### config.mk
export PLATFORM = sky130hd
export DESIGN_NAME = ps2_scan_rx
export DESIGN_NICKNAME = d
export VERILOG_FILES = /design/src/rtl/ps2_scan_rx.sv
export SDC_FILE = /design/constraint.sdc
export NUM_CORES = 1
export LEC_CHECK = 0
export CAP_MARGIN = 10
export CELL_PAD_IN_SITES_DETAIL_PLACEMENT = 0
export CELL_PAD_IN_SITES_GLOBAL_PLACEMENT = 1
export CORE_UTILIZATION = 40
export CTS_CLUSTER_SIZE = 14
export DETAILED_ROUTE_END_ITERATION = 8
export GPL_ROUTABILITY_DRIVEN = 0
export PLACE_DENSITY = 0.6
export SETUP_SLACK_MARGIN = 0.3
export SLEW_MARGIN = 10
export SYNTH_ARGS = -nofsm -noshare
export SYNTH_HDL_FRONTEND = slang
export SYNTH_SLANG_ARGS = --single-unit
### constraint.sdc
create_clock -name clk -period 4.9 [get_ports clk]
set_clock_uncertainty 0.1 [all_clocks]
set_input_delay 0.98 -clock clk [delete_from_list [all_inputs] [get_ports clk]]
set_output_delay 0.98 -clock clk [all_outputs]
set_load 0.05 [all_outputs]
### src/rtl/ps2_scan_rx.sv
// PS/2 keyboard receiver: synchronises and deglitches the PS/2 lines, frames
// 11-bit serial bytes, folds E0/F0 prefixes into flags and queues decoded
// scan codes in a first-word fall-through FIFO with sticky error flags.
//
// state  | meaning
// IDLE   | waiting for a start bit (sampled 0)
// DATA   | shifting in 8 data bits, LSB first
// PARITY | capturing the odd-parity bit
// STOP   | checking the stop bit, then judging the byte
module ps2_scan_rx #(
  parameter int FIFO_DEPTH  = 8,
  parameter int FILTER_LEN  = 4,
  parameter int TIMEOUT_CYC = 5000
) (
  input  logic                          clk,
  input  logic                          rst_n,
  input  logic                          PS2_clk,
  input  logic                          PS2_dat,
  output logic [7:0]                    key_code,
  output logic                          key_rel,
  output logic                          key_ext,
  output logic                          key_valid,
  input  logic                          key_ready,
  output logic [$clog2(FIFO_DEPTH):0]   fifo_level,
  output logic [2:0]                    err_out,
  input  logic                          err_clr
);

  localparam int AW = $clog2(FIFO_DEPTH);
  localparam int LW = AW + 1;
  localparam int FW = $clog2(FILTER_LEN + 1);
  localparam int TW = $clog2(TIMEOUT_CYC + 1);

  typedef enum logic [1:0] {IDLE, DATA, PARITY, STOP} state_t;

  logic          clk_s1_q, clk_s2_q, dat_s1_q, dat_s2_q;
  logic          filt_q, filt_d;
  logic [FW-1:0] filt_cnt_q, filt_cnt_d;
  logic          sample;
  state_t        state_q, state_d;
  logic [2:0]    bit_cnt_q, bit_cnt_d;
  logic [7:0]    shift_q, shift_d;
  logic          par_q, par_d;
  logic [TW-1:0] tmo_q, tmo_d;
  logic          good, discard, err_par, err_frm;
  logic          brk_q, brk_d, ext_q, ext_d;
  logic          push, pop, full, wr_en, ovf;
  logic [9:0]    push_data;
  logic [AW-1:0] rd_ptr_q, rd_ptr_d, wr_ptr_q, wr_ptr_d;
  logic [LW-1:0] level_q, level_d;
  logic [2:0]    err_q, err_d;
  logic [9:0]    mem_q [FIFO_DEPTH];

  // Clock filter: flip only after FILTER_LEN consecutive opposite-level cycles;
  // a 1->0 flip is the sample event.
  always_comb begin
    filt_d     = filt_q;
    filt_cnt_d = '0;
    sample     = 1'b0;
    if (clk_s2_q != filt_q) begin
      if (filt_cnt_q == FW'(FILTER_LEN - 1)) begin
        filt_d = clk_s2_q;
        sample = filt_q;
      end else begin
        filt_cnt_d = filt_cnt_q + 1'b1;
      end
    end
  end

  // Frame FSM next state, inter-edge timeout down-counter, byte judgement.
  always_comb begin
    state_d   = state_q;
    bit_cnt_d = bit_cnt_q;
    shift_d   = shift_q;
    par_d     = par_q;
    tmo_d     = tmo_q;
    good      = 1'b0;
    discard   = 1'b0;
    err_par   = 1'b0;
    err_frm   = 1'b0;
    if (sample) begin
      tmo_d = TW'(TIMEOUT_CYC - 1);
      unique case (state_q)
        IDLE: begin
          if (!dat_s2_q) begin
            state_d   = DATA;
            bit_cnt_d = '0;
          end
        end
        DATA: begin
          shift_d   = {dat_s2_q, shift_q[7:1]};
          bit_cnt_d = bit_cnt_q + 3'd1;
          if (bit_cnt_q == 3'd7) state_d = PARITY;
        end
        PARITY: begin
          par_d   = dat_s2_q;
          state_d = STOP;
        end
        STOP: begin
          state_d = IDLE;
          err_frm = ~dat_s2_q;
          err_par = ~(^{shift_q, par_q});
          discard = err_frm | err_par;
          good    = ~discard;
        end
        default: state_d = IDLE;
      endcase
    end else if (state_q != IDLE) begin
      if (tmo_q == '0) begin
        state_d = IDLE;
        err_frm = 1'b1;
        discard = 1'b1;
      end else begin
        tmo_d = tmo_q - 1'b1;
      end
    end
  end

  // Prefix decode: F0/E0 arm flags, anything else becomes a FIFO entry.
  always_comb begin
    brk_d     = brk_q;
    ext_d     = ext_q;
    push      = 1'b0;
    push_data = {ext_q, brk_q, shift_q};
    if (discard) begin
      brk_d = 1'b0;
      ext_d = 1'b0;
    end else if (good) begin
      if (shift_q == 8'hF0) begin
        brk_d = 1'b1;
      end else if (shift_q == 8'hE0) begin
        ext_d = 1'b1;
      end else begin
        push  = 1'b1;
        brk_d = 1'b0;
        ext_d = 1'b0;
      end
    end
  end

  // FIFO bookkeeping; a pop frees the slot for a same-cycle push when full.
  always_comb begin
    pop      = (level_q != '0) && key_ready;
    full     = (level_q == LW'(FIFO_DEPTH));
    wr_en    = push && (!full || pop);
    ovf      = push && full && !pop;
    rd_ptr_d = rd_ptr_q + AW'(pop);
    wr_ptr_d = wr_ptr_q + AW'(wr_en);
    level_d  = level_q + LW'(wr_en) - LW'(pop);
    err_d    = (err_clr ? 3'b000 : err_q) | {ovf, err_frm, err_par};
  end

  // All control state, with asynchronous reset.
  always_ff @(posedge clk or negedge rst_n) begin
    if (!rst_n) begin
      clk_s1_q   <= 1'b1;
      clk_s2_q   <= 1'b1;
      dat_s1_q   <= 1'b1;
      dat_s2_q   <= 1'b1;
      filt_q     <= 1'b1;
      filt_cnt_q <= '0;
      state_q    <= IDLE;
      bit_cnt_q  <= '0;
      shift_q    <= '0;
      par_q      <= 1'b0;
      tmo_q      <= '0;
      brk_q      <= 1'b0;
      ext_q      <= 1'b0;
      rd_ptr_q   <= '0;
      wr_ptr_q   <= '0;
      level_q    <= '0;
      err_q      <= '0;
    end else begin
      clk_s1_q   <= PS2_clk;
      clk_s2_q   <= clk_s1_q;
      dat_s1_q   <= PS2_dat;
      dat_s2_q   <= dat_s1_q;
      filt_q     <= filt_d;
      filt_cnt_q <= filt_cnt_d;
      state_q    <= state_d;
      bit_cnt_q  <= bit_cnt_d;
      shift_q    <= shift_d;
      par_q      <= par_d;
      tmo_q      <= tmo_d;
      brk_q      <= brk_d;
      ext_q      <= ext_d;
      rd_ptr_q   <= rd_ptr_d;
      wr_ptr_q   <= wr_ptr_d;
      level_q    <= level_d;
      err_q      <= err_d;
    end
  end

  // Storage array needs no reset; the head is masked while empty.
  always_ff @(posedge clk) begin
    if (wr_en) mem_q[wr_ptr_q] <= push_data;
  end

  assign key_valid                    = (level_q != '0);
  assign {key_ext, key_rel, key_code} = key_valid ? mem_q[rd_ptr_q] : 10'd0;
  assign fifo_level                   = level_q;
  assign err_out                      = err_q;

endmodule

## Yosys cells after proc, flatten, opt, wreduce, memory -nomap -nowiden

Memories as Yosys holds them, arrays and structs flattened.
Index checks and enable logic that the tools add are counted.

- Register bits: 50
- RAM bits: 80
- Input port bits: 6
- Output and inout port bits: 18
- Logic and storage cells: 110
- Memories: 1

- Add/subtract/negate cells: 7
- Equality and inequality tests: 15
- Muxes and demuxes: 41
- Bitwise operators: 5
- Reductions and logical operators: 24

Memories:

| name | depth | bits a word | rd ports | clocked after memory_dff | wr ports | RTL line | RTL |
|---|---|---|---|---|---|---|---|
| mem_q | 8 | 10 | 1 | 0 | 1 | 52 | `logic [9:0] mem_q [FIFO_DEPTH];` |

Operators by type and width:

| cell | number |
|---|---|
| $mux 13 | 3 |
| $mux 1 | 26 |
| $eq 8x8->1 const B | 2 |
| $logic_not 13->1 | 1 |
| $sub 13x1->13 const B | 1 |
| $mux 3 | 4 |
| $reduce_and 2->1 | 6 |
| $mux 10 | 1 |
| $mux 2 | 5 |
| $reduce_bool 2->1 | 5 |
| $ne 3x3->1 const B | 3 |
| $reduce_xor 9->1 | 1 |
| $pmux 2 s4 | 1 |
| $add 3x1->3 | 2 |
| $add 3x1->3 const B | 2 |
| $ne 2x2->1 const B | 3 |
| $pmux 3 s2 | 1 |
| $add 4x1->4 | 1 |
| $eq 2x2->1 const B | 2 |
| $eq 4x4->1 const B | 1 |
| $logic_and 1x1->1 | 4 |
| $reduce_and 4->1 | 1 |
| $reduce_bool 4->1 | 1 |
| $sub 4x1->4 | 1 |
| other kinds (11) | 14 |

## Logic depth before layout (Yosys ltp)

- Depth after elaboration: 11
- Gate-level depth with buffers: 12
- Gate-level depth less buffers: 12

## Worst setup path after synthesis

No wires, ideal clock.

- Path type: reg-to-output
- Start: reg level_q[2] (netlist: fifo_level[2])
- End: out key_code[0]
- Data arrival time: 1.992 ns
- Required time: 3.820 ns
- Path slack: 1.828 ns
- Stages on the path, launching flop included: 6
- Path buffers: 1
- Cell sequence: dfrtp_1 -> inv_1 -> ha_1 -> and2_1 -> clkbuf_1 -> nor2_1

- Cells in the longest elaborated chain, start to end: 2

Ends and longest elaborated chain:

| what | RTL line | RTL |
|---|---|---|
| start: declaration | 50 | `logic [LW-1:0] level_q, level_d;` |
| start signal: assignment | 189 | `level_q <= level_d;` |
| $reduce_bool 4->1 | 199 | `assign key_valid = (level_q != '0);` |
| $mux 10 | 200 | `assign {key_ext, key_rel, key_code} = key_valid ? mem_q[rd_ptr_q] : 10'd0;` |
| end: declaration | 19 | `output logic [7:0] key_code,` |

Every way passes these cells.

## Worst setup path after layout

- Start: reg rd_ptr_q[1]
- End: out key_code[7]

- Cells in the longest elaborated chain, start to end: 2

Ends and longest elaborated chain:

| what | RTL line | RTL |
|---|---|---|
| start: declaration | 49 | `logic [AW-1:0] rd_ptr_q, rd_ptr_d, wr_ptr_q, wr_ptr_d;` |
| start signal: assignment | 187 | `rd_ptr_q <= rd_ptr_d;` |
| $mem_v2 8x10 | n/a |  |
| $mux 10 | 200 |  |

Every way passes these cells.

==> impl_metrics.tcl <==
set metrics [dict create \
    reg2reg_depth 10 \
    yosysSeqAreaShare_pct 65.47 \
    hp-class "register to register" \
    start_util_pct 41.56 \
    gr-total-overflow 0 \
    die_w_um 120.2 \
    holdPathEnd "clk_s2_q" \
    clockBufferDepth 2 \
    die_y_um 120.2 \
    grt_pass1_wl_mm 16.93 \
    placed_cells 555 \
    finalCritPeriodShare_pct 78.31 \
    clk_pin_slew_worst_paths_ps 50 \
    cts_made_buffers 17 \
    timing.rr.end "fifo_level[2]" \
    cts_tree "built" \
    drive_gt1_share_pct 19.95 \
    port_buffers 23 \
    die_area_mm2 0.01445 \
    fillers 1184 \
    grt_use_total_pct 16.20 \
    final_core_util_pct 49.21 \
    core_mm2 0.01345 \
    hold_viol 0 \
    worst_pin_slew_ps 923.3 \
    io_pins 24 \
    area_growth_pct 18.42 \
    grt_max_degree 51 \
    relSlewSlack_pct 38.44 \
    drv_cap 0 \
    wl_per_cell_um 17.38 \
    ff2ff_setup_slack_ps 1930 \
    critPathLaunchType "register" \
    finalSetupTns_ps 0 \
    yosysUniqueCellTypes 50 \
    ys.flop_type "edfxtp_1" \
    cts_setup_buffers 0 \
    hold_depth 0 \
    syn_area_per_cell_um2 15.75 \
    criticalPathCategory "register to output port" \
    row_count 42 \
    crit_fanout 21 \
    fin_nets 424 \
    rsz0062_at_grt "no" \
    antennaDiodeCount 0 \
    dp_hpwl_mm 6.391 \
    cts_resized 0 \
    status "finished clean" \
    syn_area_mm2 0.005590 \
    via_per_inst 5.077 \
    p_leak_nw 2.598 \
    yosys_warnings 0 \
    crit_required_ps 3820 \
    post-place-ws_ps 1453 \
    stdcell_count 587 \
    routed_wl_mm 10.20 \
    vias 2980 \
    finalPower_mw 3.432 \
    synth_cells 355 \
    drv_slew 0 \
    cts_num_sinks 130 \
    synth_most_common_cell "edfxtp_1" \
    first_pass_iters 4 \
    synth_fp_nets 381 \
    end_kind "output port" \
    cts-root-buf "clkbuf_16" \
    hold_start "clk_s1_q" \
    synth_edf_count 80 \
    route.detailed.drc 0 \
    setup_viol 0 \
    irDropWorstVdd_mv 0.2529 \
    clk_latency_ps 410 \
    cp_data_arrival_time_ps 2760 \
    drt_iter0_drc 263 \
    powerDensity_mw_per_mm2 518.4 \
    period_minus_slack_ps 3837 \
    htree_levels 4 \
    post-route-worst-setup-slack_ps 1063 \
    grt_pass1_vias 2993 \
    r2r-start "shift_q[3]" \
    async_reset_ff_share_pct 38.46 \
    yosys-top-cells-count "80 x edfxtp_1, 45 x dfrtp_1, 32 x nor2_1" \
    synth.area.top_cells "edfxtp_1 43%, dfrtp_1 20%, mux4_2 8.1%, ha_1 4.3%, dfstp_2 2.4%" \
    synth_top_area_share_pct 42.97 \
    postRouteAntennaNets 0 \
    synth_area_leader_cell "edfxtp_1" \
    yosys_register_bits 130 \
    cts_hold_buf 0 \
    max_freq_ghz 0.2606 \
    grt_antenna_before_repair 0 \
]
[cell families after synthesis]
| logic type | after synthesis | share of synthesized area [%] |
|---|---|---|
| DFF | 130 | 65.47 |
| and+or+nand+nor | 92 | 8.930 |
| muxes | 41 | 12.04 |
| AOI/OAI and AO/OA | 27 | 3.604 |
| buffers and inverters | 24 | 1.679 |
| xor gates and xnor gates | 21 | 3.671 |
| adders and majority gates | 20 | 4.611 |
[through the flow]
step	instance area, um^2	hold slack (ps)
after detailed placement	6092	247.0
after floorplan	5590	245.2
after global routing	6620	257.0
after global placement	6092	246.0
final	6620	254.0
after CTS	6620	255.1
[registers in the layout (all words and copies together) (netlist names), 2 cells and up]
signal	flops
tmo_q	13
mem_q	80
shift_q	8
err_out	3
rd_ptr_q	3
state_q	2
fifo_level	4
bit_cnt_q	3
filt_cnt_q	3
wr_ptr_q	3
[cell type report]
type,instances,area (um^2),area share (%)
Clock inverter,13,95.09,1.436
Tap cell,176,220.2,3.326
Multi-Input combinational cell,201,1852,27.97
Inverter,14,52.55,0.7938
Timing Repair Buffer,34,307.8,4.649
Clock buffer,19,432.9,6.539
Sequential cell,130,3660,55.28
[layer usage]
metal | global-route usage [%] | part of all wire (%) | wire length, um | vias up
met1 | 21.76 | 46 | 4680 | 1499
met4 | 7.948 | 1.8 | 182 | 0
li1 | - | - | - | 1427
met5 | 0 | 0 | 0 | -
met2 | 24.50 | 50 | 5063 | 37
met3 | 4.245 | 2.7 | 274 | 17
[how the worst max path moves through the flow]
stage | depth (start not counted) | slack (ps) | from | endpoint
final | 4 | 1060 | rd_ptr_q[1] | key_code[7]
after global routing | 4 | 890 | rd_ptr_q[1] | key_code[7]
after global placement | 4 | 1420 | rd_ptr_q[1] | key_rel
after floorplan | 5 | 1830 | fifo_level[2] | key_code[0]
after CTS | 4 | 1000 | rd_ptr_q[1] | key_rel
after detailed placement | 4 | 1450 | rd_ptr_q[1] | key_rel
[critical path, stage by stage, from the launching register on]
cell and delay, ps:
dfrtp_1 940, mux4_2 360, mux2i_1 70, nor2_1 140, clkdlybuf4s50_1 820
[where the power goes]
| part | switching (mW) | total (mW) | internal [mW] | leakage [nW] |
|---|---|---|---|---|
| logic | 0.498 | 0.892 | 0.394 | 0.938 |
| clock network | 0.437 | 1.12 | 0.684 | 0.260 |
| registers | 0.154 | 1.42 | 1.26 | 1.40 |
| total | 1.09 | 3.43 | 2.34 | 2.60 |
[cell usage in the layout (no fill, tap or decap), drive strengths merged, types with 12 or more instances in the layout]
| cell type | instances |
|---|---|
| nand2 | 14 |
| xnor2 | 13 |
| edfxtp | 80 |
| inv | 14 |
| dfrtp | 45 |
| mux4 | 20 |
| ha | 19 |
| buf | 12 |
| clkdlybuf4s50 | 22 |
| clkbuf | 19 |
| nor2 | 32 |
(Power assumes the default switching activity.)
